<file path="src/rtl/sap_cpu_core_p_if.sv">
// Memory and OUT-port handshake bundle of the SAP-style accumulator core.
// The master is the CPU; the slave side is memory plus the OUT sink.
interface sap_cpu_core_p_if #(
    parameter int DATA_W = 8,
    parameter int ADDR_W = 4
);
    logic [ADDR_W-1:0] mem_addr_o;
    logic              mem_rd_o;
    logic              mem_we_o;
    logic [DATA_W-1:0] mem_data_o;
    logic [DATA_W-1:0] mem_data_i;
    logic              mem_ready_i;
    logic              out_valid_o;
    logic [DATA_W-1:0] out_data_o;
    logic              out_ready_i;

    modport master (
        output mem_addr_o, mem_rd_o, mem_we_o, mem_data_o, out_valid_o, out_data_o,
        input  mem_data_i, mem_ready_i, out_ready_i
    );

    modport slave (
        input  mem_addr_o, mem_rd_o, mem_we_o, mem_data_o, out_valid_o, out_data_o,
        output mem_data_i, mem_ready_i, out_ready_i
    );
endinterface

</file>
<file path="src/rtl/sap_cpu_core_p.sv">
// Parametrised SAP-style accumulator CPU: T0..T4 fetch/execute sequencer with
// ready/valid memory and OUT ports, immediate ALU ops and registered flags.
module sap_cpu_core_p #(
    parameter int DATA_W = 8,
    parameter int ADDR_W = 4
) (
    input  logic             clk,
    input  logic             reset_ni,
    input  logic             clk_en_i,
    sap_cpu_core_p_if.master bus,
    output logic             hlt_o,
    output logic             cf_o,
    output logic             zf_o
);

    typedef enum logic [2:0] {T0, T1, T2, T3, T4} step_e;

    localparam logic [3:0] OP_LDA = 4'h1, OP_ADD = 4'h2, OP_SUB = 4'h3, OP_STA = 4'h4;
    localparam logic [3:0] OP_LDI = 4'h5, OP_JMP = 4'h6, OP_JC  = 4'h7, OP_JZ  = 4'h8;
    localparam logic [3:0] OP_ADI = 4'h9, OP_SUI = 4'hA, OP_OUT = 4'hE, OP_HLT = 4'hF;

    // Subtraction is A + ~B + 1, so the carry-out doubles as "no borrow".
    function automatic logic [DATA_W:0] alu(input logic [DATA_W-1:0] a,
                                            input logic [DATA_W-1:0] b,
                                            input logic              sub);
        logic [DATA_W-1:0] bo;
        bo = sub ? ~b : b;
        return {1'b0, a} + {1'b0, bo} + {{DATA_W{1'b0}}, sub};
    endfunction

    step_e             step_q, step_d;
    logic [ADDR_W-1:0] pc_q, pc_d, mar_q, mar_d;
    logic [DATA_W-1:0] ir_q, ir_d, a_q, a_d, b_q, b_d, out_q, out_d;
    logic              outv_q, outv_d, hlt_q, hlt_d, cf_q, cf_d, zf_q, zf_d;

    logic [3:0]        op, fop;
    logic [ADDR_W-1:0] opnd;
    logic [DATA_W-1:0] opnd_x;
    logic [DATA_W:0]   sum;
    logic              rd, we;

    assign op     = ir_q[DATA_W-1 -: 4];
    assign fop    = bus.mem_data_i[DATA_W-1 -: 4];
    assign opnd   = ir_q[ADDR_W-1:0];
    assign opnd_x = DATA_W'(opnd);

    always_ff @(posedge clk or negedge reset_ni) begin
        if (!reset_ni) begin
            step_q <= T0;
            pc_q   <= '0;
            mar_q  <= '0;
            ir_q   <= '0;
            a_q    <= '0;
            b_q    <= '0;
            out_q  <= '0;
            outv_q <= 1'b0;
            hlt_q  <= 1'b0;
            cf_q   <= 1'b0;
            zf_q   <= 1'b0;
        end else if (clk_en_i) begin
            step_q <= step_d;
            pc_q   <= pc_d;
            mar_q  <= mar_d;
            ir_q   <= ir_d;
            a_q    <= a_d;
            b_q    <= b_d;
            out_q  <= out_d;
            outv_q <= outv_d;
            hlt_q  <= hlt_d;
            cf_q   <= cf_d;
            zf_q   <= zf_d;
        end
    end

    always_comb begin
        step_d = step_q;
        pc_d   = pc_q;
        mar_d  = mar_q;
        ir_d   = ir_q;
        a_d    = a_q;
        b_d    = b_q;
        out_d  = out_q;
        outv_d = outv_q;
        hlt_d  = hlt_q;
        cf_d   = cf_q;
        zf_d   = zf_q;
        sum    = '0;
        rd     = 1'b0;
        we     = 1'b0;

        case (step_q)
            T0: begin
                mar_d  = pc_q;
                step_d = T1;
            end
            T1: begin
                rd = 1'b1;
                if (bus.mem_ready_i) begin
                    ir_d   = bus.mem_data_i;
                    pc_d   = pc_q + ADDR_W'(1);
                    step_d = T2;
                    // OUT loads its register on fetch so data is valid with out_valid_o in T2.
                    if (fop == OP_OUT) begin
                        out_d  = a_q;
                        outv_d = 1'b1;
                    end
                end
            end
            T2: begin
                step_d = T0;
                case (op)
                    OP_LDA, OP_ADD, OP_SUB, OP_STA: begin
                        mar_d  = opnd;
                        step_d = T3;
                    end
                    OP_LDI: a_d = opnd_x;
                    OP_JMP: pc_d = opnd;
                    OP_JC:  if (cf_q) pc_d = opnd;
                    OP_JZ:  if (zf_q) pc_d = opnd;
                    OP_ADI, OP_SUI: begin
                        sum  = alu(a_q, opnd_x, op == OP_SUI);
                        a_d  = sum[DATA_W-1:0];
                        cf_d = sum[DATA_W];
                        zf_d = (sum[DATA_W-1:0] == '0);
                    end
                    OP_OUT: begin
                        if (bus.out_ready_i) outv_d = 1'b0;
                        else                 step_d = T2;
                    end
                    OP_HLT: begin
                        hlt_d  = 1'b1;
                        step_d = T2;
                    end
                    default: ;
                endcase
            end
            T3: begin
                if (op == OP_STA) begin
                    we = 1'b1;
                    if (bus.mem_ready_i) step_d = T0;
                end else begin
                    rd = 1'b1;
                    if (bus.mem_ready_i) begin
                        if (op == OP_LDA) begin
                            a_d    = bus.mem_data_i;
                            step_d = T0;
                        end else begin
                            b_d    = bus.mem_data_i;
                            step_d = T4;
                        end
                    end
                end
            end
            T4: begin
                sum    = alu(a_q, b_q, op == OP_SUB);
                a_d    = sum[DATA_W-1:0];
                cf_d   = sum[DATA_W];
                zf_d   = (sum[DATA_W-1:0] == '0);
                step_d = T0;
            end
            default: step_d = T0;
        endcase
    end

    assign bus.mem_addr_o  = mar_q;
    assign bus.mem_rd_o    = rd;
    assign bus.mem_we_o    = we;
    assign bus.mem_data_o  = we ? a_q : '0;
    assign bus.out_valid_o = outv_q;
    assign bus.out_data_o  = out_q;
    assign hlt_o           = hlt_q;
    assign cf_o            = cf_q;
    assign zf_o            = zf_q;

endmodule
</file>
<file path="src/flat_wrapper.sv">
// flat-port wrapper written by rule: the top's interface ports become plain ports
module sap_cpu_core_p_flat 
#(
    parameter int DATA_W = 8,
    parameter int ADDR_W = 4
)
  (clk, reset_ni, clk_en_i, hlt_o, cf_o, zf_o, bus_mem_addr_o, bus_mem_rd_o, bus_mem_we_o, bus_mem_data_o, bus_out_valid_o, bus_out_data_o, bus_mem_data_i, bus_mem_ready_i, bus_out_ready_i);
  sap_cpu_core_p_if #(.DATA_W(DATA_W), .ADDR_W(ADDR_W)) bus_i ();
  input  logic clk;
  input  logic reset_ni;
  input  logic clk_en_i;
  output logic hlt_o;
  output logic cf_o;
  output logic zf_o;
  output wire logic [$bits(bus_i.mem_addr_o)-1:0] bus_mem_addr_o;
  output wire logic [$bits(bus_i.mem_rd_o)-1:0] bus_mem_rd_o;
  output wire logic [$bits(bus_i.mem_we_o)-1:0] bus_mem_we_o;
  output wire logic [$bits(bus_i.mem_data_o)-1:0] bus_mem_data_o;
  output wire logic [$bits(bus_i.out_valid_o)-1:0] bus_out_valid_o;
  output wire logic [$bits(bus_i.out_data_o)-1:0] bus_out_data_o;
  input wire logic [$bits(bus_i.mem_data_i)-1:0] bus_mem_data_i;
  input wire logic [$bits(bus_i.mem_ready_i)-1:0] bus_mem_ready_i;
  input wire logic [$bits(bus_i.out_ready_i)-1:0] bus_out_ready_i;
  assign bus_mem_addr_o = bus_i.mem_addr_o;
  assign bus_mem_rd_o = bus_i.mem_rd_o;
  assign bus_mem_we_o = bus_i.mem_we_o;
  assign bus_mem_data_o = bus_i.mem_data_o;
  assign bus_out_valid_o = bus_i.out_valid_o;
  assign bus_out_data_o = bus_i.out_data_o;
  assign bus_i.mem_data_i = bus_mem_data_i;
  assign bus_i.mem_ready_i = bus_mem_ready_i;
  assign bus_i.out_ready_i = bus_out_ready_i;
  sap_cpu_core_p #(.DATA_W(DATA_W), .ADDR_W(ADDR_W)) u_core (.clk(clk), .reset_ni(reset_ni), .clk_en_i(clk_en_i), .bus(bus_i), .hlt_o(hlt_o), .cf_o(cf_o), .zf_o(zf_o));
endmodule
</file>
<file path="config.mk">
export PLATFORM = sky130hd
export DESIGN_NAME = sap_cpu_core_p_flat
export DESIGN_NICKNAME = d
export VERILOG_FILES = /design/src/rtl/sap_cpu_core_p_if.sv /design/src/rtl/sap_cpu_core_p.sv /design/src/flat_wrapper.sv
export SDC_FILE = /design/constraint.sdc
export NUM_CORES = 1
export LEC_CHECK = 0
export CAP_MARGIN = 30
export CORE_MARGIN = 2
export CORE_UTILIZATION = 32
export DETAILED_ROUTE_END_ITERATION = 12
export GPL_TIMING_DRIVEN = 0
export PLACE_DENSITY = 0.54
export SYNTH_ARGS = -nofsm -noshare
export SYNTH_HDL_FRONTEND = slang
export SYNTH_SLANG_ARGS = --single-unit
</file>
<file path="constraint.sdc">
create_clock -name clk -period 4.2 [get_ports clk]
set_input_delay 1.26 -clock clk [delete_from_list [all_inputs] [get_ports clk]]
set_output_delay 1.26 -clock clk [all_outputs]
set_load 0.03 [all_outputs]
</file>
==> metrics.md, run 1 <==
| Metric | Value |
|---|---|
| Max-cap violations | 0 |
| Clock Latency Late Sink | 0.31 ns |
| P_leak | 1.762 nW |
| Pre-antenna DRT Iters | 5 |
| Post-synthesis register bit count | 47 |
| Slowest stage delay, CP | 0.67 ns |
| Port buffer count | 37 |
| # Post-CTS Setup Buffers | 0 |
| Die area | 11,310 µm² |
| Worst Hold Class | reg -> reg |
| Final min period | 3.838 ns |
| Seq/Total Area, Yosys | 35.07% |
| RSZ-0062 raised after global routing | no |
| Vias in the first global route | 2,797 |
| Mux cell area share after synthesis | 11.49% |
| Max Fclk | 260.5 MHz |
| Synth Flop Type | dfrtp_1 |
| Post-synthesis simple-gate area fraction | 19.33% |
| Number of flops mapped to enable cells by yosys | 0 |
| Tcrit/Tclk final | 91.39% |
| Most frequent cells in the layout | dfrtp_1 (47), clkdlybuf4s50_1 (36), o21ai_0 (29), mux2_2 (28), a21oi_1 (23) |
| Slowest CP cell | clkdlybuf4s50_1 |
| PnR worst setup slack | 0.3616 ns |
| Synthesized cell area | 3353 µm² |
| Hold EP | u_core.hlt_o |
| Adder-cell share of the synthesized area | 5.672% |
| Post-Syn Nets | 385 |
| Vias per std cell | 5.183 |
| CTS tree | done |
| XOR/XNOR Fraction of Synth Area | 6.269% |
| Dpl cells | 533 |
| I/O pin count | 39 |
| Diode count | 0 |
| Slew @ Worst Pin | 0.9285 ns |
| Critical Path AT | 2.58 ns |
| Final wirelength | 9088 µm |
| Residual antenna-violating net count after detailed routing | 0 |
| CTS H-Tree Depth | 2 |
| CP Class | reg -> out |
| Cell class contributing the biggest share of worst-path delay | buffers and inverters |
| Final Hold Fails | 0 |
| Critical Path Source | u_core.ir_q[7] |
| All-layer global routing usage | 16.80% |
| Hold Buf Count CTS | 0 |
| Synth Warn # | 0 |
| Final setup fails | 0 |
| Setup TNS | 0 ns |
| Pwr/cell area | 820.0 nW/µm² |
| Max-Slew Margin vs Limit | 37.26% |
| Synth Area in Compound Gates | 18.13% |
| Post-Place Setup Slack | 0.7117 ns |
| Remaining global-route overflow | 0 |
| CTS Sinks | 47 |
| Die Ht | 106.4 µm |
| Number of fill cells | 1,056 |
| Min-delay src | u_core.hlt_o |
| Worst path buffer plus inverter count | 2 |
| Synth area leaders | dfrtp_1 (35%), mux2_2 (9.4%), ha_1 (4.5%) |
| Dpl hpwl | 6965 µm |
| Share of synthesized registers carrying an async set or reset | 100.0% |
| Initial antenna violation count | 0 |
| Row cnt | 37 |
| Synth unique cells | 57 |
| Layout Skew | 0.01003 ns |
| WHS Path Cells | 2 |
| Via count | 2,804 |
| Global-route wire length before repair | 14,870 µm |
| Post-route cell area | 4005 µm² |
| CTS Buf Count | 5 |
| Critical Path RT | 2.94 ns |
| Sequence of cells on the critical path | nand2b_1 -> nor3_1 -> clkbuf_1 -> and3_1 -> clkdlybuf4s50_1 |
| Leading cell type in the layout, fill and taps excluded | dfrtp_1 |
| Largest family of logic cells by synthesized area | simple AND/OR/NAND/NOR gates |
| DR iter-0 viols | 148 |
| R2r setup slk | 0.86 ns |
| Area Overhead vs Synth | 19.44% |
| Post-Synthesis Cells | 358 |
| Worst-path clk slew | 0.09 ns |
| Post-synth top area cell | dfrtp_1 |
| Critical path capture point type | output port |
| FF-to-FF End | u_core.zf_o |
| Startpoint types | flop |
| Reg2reg start | u_core.ir_q[7] |
| Reg2Reg Depth | 10 |
| Slew Limit Fails | 0 |
| Worst-case clock buffer depth | 2 |
| DRC | 0 |
| Initial Util | 32.77% |
| Core ar. | 10,230 µm² |
| NumNets Final | 431 |
| Post-DR wirelength/cell | 16.80 µm |
| Top cell type's share of synthesized area | 35.07% |
| Chip Width | 106.4 µm |
| Non-Filler Instances | 541 |
| Cell Area, Placed | 3916 µm² |
| Max FO, Critical Path | 10 |
| CTS root buf | clkbuf_8 |
| Status | finished, final reports clean |
| Share of cells above drive strength 1 | 15.06% |
| Largest net degree at the start of global routing | 26 |
| Gpl congestion | 0.7970 |
| Mean Syn Cell Area | 9.367 µm² |
| Post-cts resize count | 0 |
| VDD IR-drop max | 0.2839 mV |
[how the worst max path moves through the flow]
| stage | cells past startpoint | endpoint | slack [ns] |
|---|---|---|---|
| after global placement | 1 | u_core.a_q[4] | 0.44 |
| after global routing | 6 | bus_mem_data_o[4] | 0.19 |
| final | 5 | bus_mem_data_o[0] | 0.36 |
| after floorplan | 10 | u_core.zf_o | 1.24 |
| after CTS | 6 | bus_mem_data_o[0] | 0.35 |
| after detailed placement | 6 | bus_mem_data_o[4] | 0.71 |
[cells by family (layout without fill, tap and decap cells)]
group | after synthesis | in the layout
AO/OA/AOI/OAI | 94 | 94
buffers and inverters | 30 | 77
multiplexers | 35 | 35
adder cells (fa/ha/maj) | 14 | 14
AND/OR/NAND/NOR | 114 | 114
flip-flops | 47 | 47
XOR/XNOR | 24 | 24
[power by group]
part           internal (W)  switching [W]
combinational      0.000958        0.00122
clock              0.000116       0.000169
sequential         0.000640       0.000183
total               0.00171        0.00157
[registers in the layout, summed over array words and instances (netlist names)]
| register | cells |
|---|---|
| u_core.a_q | 8 |
| u_core.b_q | 8 |
| u_core.bus.mem_addr_o | 4 |
| u_core.bus.out_data_o | 8 |
| u_core.bus.out_valid_o | 1 |
| u_core.cf_o | 1 |
| u_core.hlt_o | 1 |
| u_core.ir_q | 8 |
| u_core.pc_q | 4 |
| u_core.step_q | 3 |
| u_core.zf_o | 1 |
[worst register-to-register path, stage by stage (launching register included)]
cell and delay (ns):
dfrtp_1 0.48, nor4bb_1 0.43, buf_6 0.22, xor2_1 0.26
ha_1 0.28, and4_1 0.20, a211o_1 0.33, xor2_1 0.18
or4_1 0.51, o31a_1 0.26, o31ai_1 0.08
[synth_stat cells (all sizes together) (3+ instances only)]
| library cell | instances |
|---|---|
| ha | 12 |
| clkbuf | 11 |
| nor4b | 3 |
| a21oi | 23 |
| nand2 | 22 |
| xnor2 | 12 |
| and2 | 3 |
| mux2i | 7 |
| or3b | 3 |
| o211ai | 3 |
| a211oi | 5 |
| nor3b | 3 |
| a221oi | 4 |
| inv | 7 |
| and3 | 13 |
| nor2 | 19 |
| nand4 | 3 |
| mux2 | 28 |
| buf | 12 |
| dfrtp | 47 |
| or2 | 3 |
| o21ai | 29 |
| xor2 | 12 |
| nand2b | 11 |
| nand3 | 10 |
| a21o | 4 |
| nor3 | 8 |
| a211o | 3 |
[layout make-up]
class                           instances  area [µm²]  area share (%)
Buffer                                 23       108.9           2.718
Clock buffer                            5       68.82           1.718
Clock inverter                          3       20.02          0.4998
Inverter                                7       26.28          0.6560
Multi-Input combinational cell        281        2042           50.98
Sequential cell                        47        1176           29.37
Tap cell                              136       170.2           4.249
Timing Repair Buffer                   39       392.9           9.809
[metal layers]
metal  wire, µm  vias to the layer above  global-route usage, %
met5          0                        -                      0
met2       4054                       72                  26.19
li1           -                     1400                      -
met4         74                        0                  3.571
met1       4396                     1322                  24.51
met3        563                       10                  2.636
[stage by stage]
| step | power (W) | util (%) | hold WS, ns |
|---|---|---|---|
| 2_1_floorplan | 0.002440 | - | 0.5011 |
| 3_3_place_gp | 0.002986 | 38.06 | 0.4605 |
| 3_5_place_dp | 0.003003 | 38.28 | 0.4615 |
| 4_1_cts | 0.003302 | 39.15 | 0.4911 |
| 5_1_grt | 0.003592 | 39.15 | 0.5211 |
| 6_report | 0.003284 | 39.15 | 0.4820 |
(Power assumes the default switching activity.)
==> run 2, diff against run 1 <==
- CORE_MARGIN: 2 -> not set
- clock period: 4.2 -> 4.6 ns (I/O delays scaled with it)
==> run 2 against run 1 <==
Register-to-register slack better by 0.39 ns. Clock skew up 0.00093 ns. Flip-flop and latch count unchanged. Critical path depth stayed put. Count of clock-buffer cells in the layout rose by 1. Routed wire length hardly changed. Largest cell class unchanged.
==> metrics.md, run 2 (same netlist as run 1, synthesis figures left out) <==
| Metric | Value |
|---|---|
| Status | finished, final reports clean |
| Port buffer count | 37 |
| Most frequent cells in the layout | dfrtp_1 (47), clkdlybuf4s50_1 (36), o21ai_0 (29), mux2_2 (28), a21oi_1 (23) |
| Clock Power Share | 8.4% |
| Leading cell type in the layout, fill and taps excluded | dfrtp_1 |
| All-layer global routing usage | 17.80% |
| Initial Util | 32.77% |
| Share of cells above drive strength 1 | 14.81% |
| Area of the multi-input gates | 2042 µm² |
| Residual antenna-violating net count after detailed routing | 0 |
| Worst-case clock buffer depth | 2 |
| Non-Filler Instances | 541 |
| Worst-path clk slew | 0.08 ns |
| I/O pin count | 39 |
| CTS tree | done |
| Max FO, Critical Path | 10 |
| Cell internal pwr | 0.001565 W |
| Vias per std cell | 5.342 |
| Slew Limit Fails | 0 |
| Clock Latency Late Sink | 0.31 ns |
| Final setup fails | 0 |
| Diode count | 0 |
| RSZ-0062 raised after global routing | no |
| Final Hold Fails | 0 |
| Slew @ Worst Pin | 0.8636 ns |
| Reg2Reg Depth | 10 |
| Critical Path Source | u_core.ir_q[7] |
| Sequence of cells on the critical path | nand2b_1 -> nor3_1 -> clkbuf_1 -> and3_1 -> clkdlybuf4s50_1 |
| Initial antenna violation count | 0 |
| Cell class contributing the biggest share of worst-path delay | buffers and inverters |
| Max Fclk | 249.6 MHz |
| NumNets Final | 431 |
| Slowest CP cell | clkdlybuf4s50_1 |
| CP Class | reg -> out |
| Hold_ws | 0.4816 ns |
| Max-Slew Margin vs Limit | 41.64% |
| Chip Width | 104.4 µm |
| Dpl hpwl | 6994 µm |
| Worst path depth | 5 |
| P_leak | 1.763 nW |
| CTS Sinks | 47 |
| Setup TNS | 0 ns |
| Number of fill cells | 1,046 |
| Row cnt | 37 |
| Reg2reg start | u_core.ir_q[7] |
| Global-route wire length before repair | 15,360 µm |
| CTS root buf | clkbuf_8 |
| Hold Buf Count CTS | 0 |
| Via count | 2,890 |
| CTS H-Tree Depth | 2 |
| Core ar. | 10,230 µm² |
| Pwr/cell area | 745.4 nW/µm² |
| Worst Hold Class | reg -> reg |
| FF-to-FF End | u_core.zf_o |
| Gpl congestion | 0.7872 |
| R2r setup slk | 1.25 ns |
| Net Sw Power | 0.001418 W |
| Pre-antenna DRT Iters | 4 |
| Sw Share | 47.54% |
| Cell Area, Placed | 3916 µm² |
| Register area | 1176 µm² |
| DR iter-0 viols | 141 |
| Final wirelength | 9089 µm |
| Layout Skew | 0.01096 ns |
| Reg power frac | 25.3% |
| Die area | 10,890 µm² |
| Final min period | 4.006 ns |
| Dpl cells | 533 |
| Post-DR wirelength/cell | 16.80 µm |
| Remaining global-route overflow | 0 |
| VDD IR-drop max | 0.2912 mV |
| Vias in the first global route | 2,832 |
| Logic pwr share | 66.3% |
| Post-cts resize count | 0 |
| Max-cap violations | 0 |
| Tcrit/Tclk final | 87.09% |
| Util after Layout | 39.11% |
| Post-route cell area | 4001 µm² |
| Die Ht | 104.4 µm |
| Critical Path AT | 2.63 ns |
| CP Capture Point | bus_mem_data_o[7] |
| Critical Path RT | 3.22 ns |
| Area Overhead vs Synth | 19.33% |
| # Post-CTS Setup Buffers | 0 |
| CTS Buf Count | 5 |
| Critical path capture point type | output port |
| Largest net degree at the start of global routing | 25 |
| Startpoint types | flop |
| Slowest stage delay, CP | 0.67 ns |
| DRC | 0 |
| Worst path buffer plus inverter count | 2 |
## run 2: metal layers
layer / GRT usage, % / vias to the layer above / wire (µm)
met1: 26.01 / 1412 / 4441
li1: - / 1406 / -
met3: 2.318 / 6 / 411
met2: 28.00 / 66 / 4164
met4: 3.367 / 0 / 72
met5: 0 / - / 0
## run 2: how the worst min path moves through the flow
stage / endpoint / start / depth (start not counted) / slack [ns]
2_1_floorplan: u_core.b_q[1] / u_core.b_q[1] / 1 / 0.50
3_3_place_gp: u_core.hlt_o / u_core.hlt_o / 2 / 0.45
3_5_place_dp: u_core.hlt_o / u_core.hlt_o / 2 / 0.47
4_1_cts: u_core.bus.mem_addr_o[1] / u_core.bus.mem_addr_o[1] / 2 / 0.49
5_1_grt: u_core.hlt_o / u_core.hlt_o / 2 / 0.53
6_report: u_core.hlt_o / u_core.hlt_o / 2 / 0.48
## run 2: layout make-up
class                   instances  area share, %
clock buffers                   6          1.814
plain buffers                  23          2.720
well taps                     136          4.253
multi-input cells             281          51.03
repair buffers                 39          9.819
flip-flops and latches         47          29.39
clock inverters                 2         0.3127
inverters                       7         0.6567
## run 2: per-stage QoR
stage	setup WS (ns)	total power, W
finish	0.5938	0.002983
global route	0.4470	0.003278
CTS	0.5744	0.003001
detailed placement	0.9220	0.002737
global placement	0.6703	0.002711
floorplan	1.641	0.002228
## run 2: worst reg2reg max path, stage by stage (launching register included)
cell      delay [ns]
dfrtp_1         0.50
nor4bb_1        0.36
buf_6           0.21
xor2_1          0.27
ha_1            0.28
and4_1          0.20
a211o_1         0.32
xor2_1          0.17
or4_1           0.54
o31a_1          0.28
o31ai_1         0.11
## run 2: power by group through the flow
stage | clock network, W | logic (W) | registers [W]
CTS | 0.000263 | 0.00199 | 0.000754
global route | 0.000279 | 0.00222 | 0.000784
finish | 0.000250 | 0.00198 | 0.000754
floorplan | 0 | 0.00144 | 0.000786
detailed placement | 0 | 0.00197 | 0.000763
global placement | 0 | 0.00195 | 0.000756
==> run 3, diff against run 2 <==
- CORE_MARGIN: not set -> 5
==> run 3 against run 2 <==
Sequential share of layout area shrank 0.10 points. Clock skew about the same. Critical path type unchanged. Critical path depth grew 1. Count of clock-buffer cells in the layout stayed put. Highest routed layer unchanged. Design area is 0.34% higher. Combinational power hardly changed. First-iteration DRC count up 21%. Final cell count unchanged. Power rose by 1.2%. Hold slack got worse by 0.012 ns. Utilization barely moved.
==> metrics.md, run 3 (same netlist as run 1, synthesis figures left out) <==
| Metric | Value |
|---|---|
| Vias in the first global route | 2,888 |
| Area Overhead vs Synth | 19.74% |
| Initial Util | 32.63% |
| Chip Width | 112.4 µm |
| Worst Hold Class | reg -> reg |
| Remaining global-route overflow | 0 |
| CTS H-Tree Depth | 2 |
| Hold_ws | 0.4697 ns |
| Vias per std cell | 5.198 |
| Most frequent cells in the layout | dfrtp_1 (47), clkdlybuf4s50_1 (36), o21ai_0 (29), mux2_2 (28), a21oi_1 (23) |
| Clock Latency Late Sink | 0.30 ns |
| Tcrit/Tclk final | 85.21% |
| Row cnt | 37 |
| DR iter-0 viols | 170 |
| DRC | 0 |
| Critical path capture point type | output port |
| Die area | 12,630 µm² |
| P_leak | 1.769 nW |
| Slew @ Worst Pin | 0.9050 ns |
| Diode count | 0 |
| Critical Path RT | 3.22 ns |
| Status | finished, final reports clean |
| Setup TNS | 0 ns |
| CP Class | reg -> out |
| # Post-CTS Setup Buffers | 0 |
| Max FO, Critical Path | 10 |
| Dpl hpwl | 7279 µm |
| Layout Skew | 0.01141 ns |
| Pre-antenna DRT Iters | 4 |
| VDD IR-drop max | 0.3070 mV |
| Residual antenna-violating net count after detailed routing | 0 |
| Pwr/cell area | 751.8 nW/µm² |
| RSZ-0062 raised after global routing | no |
| CTS Sinks | 47 |
| CTS root buf | clkbuf_8 |
| NumNets Final | 431 |
| Via count | 2,812 |
| Hold Buf Count CTS | 0 |
| Global-route wire length before repair | 15,080 µm |
| Max-Slew Margin vs Limit | 39.53% |
| Gpl congestion | 0.8906 |
| Share of cells above drive strength 1 | 15.06% |
| Die Ht | 112.4 µm |
| All-layer global routing usage | 14.87% |
| CTS Buf Count | 5 |
| Final Hold Fails | 0 |
| I/O pin count | 39 |
| R2r setup slk | 1.23 ns |
| Worst-path clk slew | 0.10 ns |
| Post-cts resize count | 0 |
| Largest net degree at the start of global routing | 30 |
| Final setup fails | 0 |
| Port buffer count | 37 |
| Final wirelength | 9295 µm |
| Max Fclk | 255.1 MHz |
| Overall Power | 0.003019 W |
| Final min period | 3.920 ns |
| Core ar. | 10,280 µm² |
| Number of fill cells | 1,065 |
| Post-DR wirelength/cell | 17.18 µm |
| Slew Limit Fails | 0 |
| Startpoint types | flop |
| Initial antenna violation count | 0 |
| Critical Path AT | 2.54 ns |
| CTS tree | done |
| Max-cap violations | 0 |
| Leading cell type in the layout, fill and taps excluded | dfrtp_1 |
| Util after Layout | 39.07% |
| Worst-case clock buffer depth | 2 |
-- run 3: cell types whose count changed in the layout (fill, tap and decap cells not counted) --
cell	delta
clkbuf_1	-1
clkinv_4	+1
clkinv_2	-1
clkbuf_8	+1
-- run 3: final cells by class --
| class | count | area [µm²] | area share [%] |
|---|---|---|---|
| repair buffers | 39 | 392.9 | 9.785 |
| inverters | 7 | 26.28 | 0.6544 |
| clock inverters | 2 | 16.27 | 0.4051 |
| multi-input cells | 281 | 2042 | 50.86 |
| clock buffers | 6 | 82.58 | 2.057 |
| flip-flops and latches | 47 | 1176 | 29.29 |
| well taps | 136 | 170.2 | 4.238 |
| plain buffers | 23 | 108.9 | 2.711 |
-- run 3: where the power goes --
part / switching [W] / leakage [nW] / internal [W] / total, W
sequential: 0.000172 / 0.583 / 0.000584 / 0.000756
clock: 0.000148 / 0.0474 / 0.000123 / 0.000271
combinational: 0.00112 / 1.14 / 0.000875 / 0.00199
-- run 3: metrics by stage --
stage / setup slack (ns) / area [µm²] / cells
5_1_grt: 0.5180 / 4015 / 541
2_1_floorplan: 1.641 / 3353 / 358
6_report: 0.6804 / 4015 / 541
3_3_place_gp: 0.6712 / 3894 / 531
4_1_cts: 0.6653 / 4015 / 541
3_5_place_dp: 1.024 / 3916 / 533
-- run 3: worst paths after layout --
kind                                   from                       end  cells after the start
max in group asynchronous          reset_ni             u_core.a_q[3]                      2
setup / recovery           u_core.step_q[2]         bus_mem_data_o[7]                      6
min in group asynchronous          reset_ni  u_core.bus.mem_addr_o[2]                      1
hold reg to reg                u_core.hlt_o              u_core.hlt_o                      2
hold / removal                 u_core.hlt_o              u_core.hlt_o                      2
setup reg to reg             u_core.ir_q[7]               u_core.zf_o                     10
-- run 3: layer usage --
layer | part of all wire (%) | vias up | GRT usage, %
li1 | - | 1406 | -
met1 | 48 | 1348 | 20.21
met2 | 47 | 52 | 25.11
met3 | 3.9 | 6 | 2.642
met4 | 0.76 | 0 | 2.644
met5 | 0 | - | 0
-- run 3: worst max-delay path, cell delays in order, from the launching register on --
cell and delay (ns):
dfrtp_1 0.38, clkbuf_2 0.17, and3b_1 0.25, buf_2 0.25, clkbuf_1 0.30, and3_1 0.20, clkdlybuf4s50_1 0.67
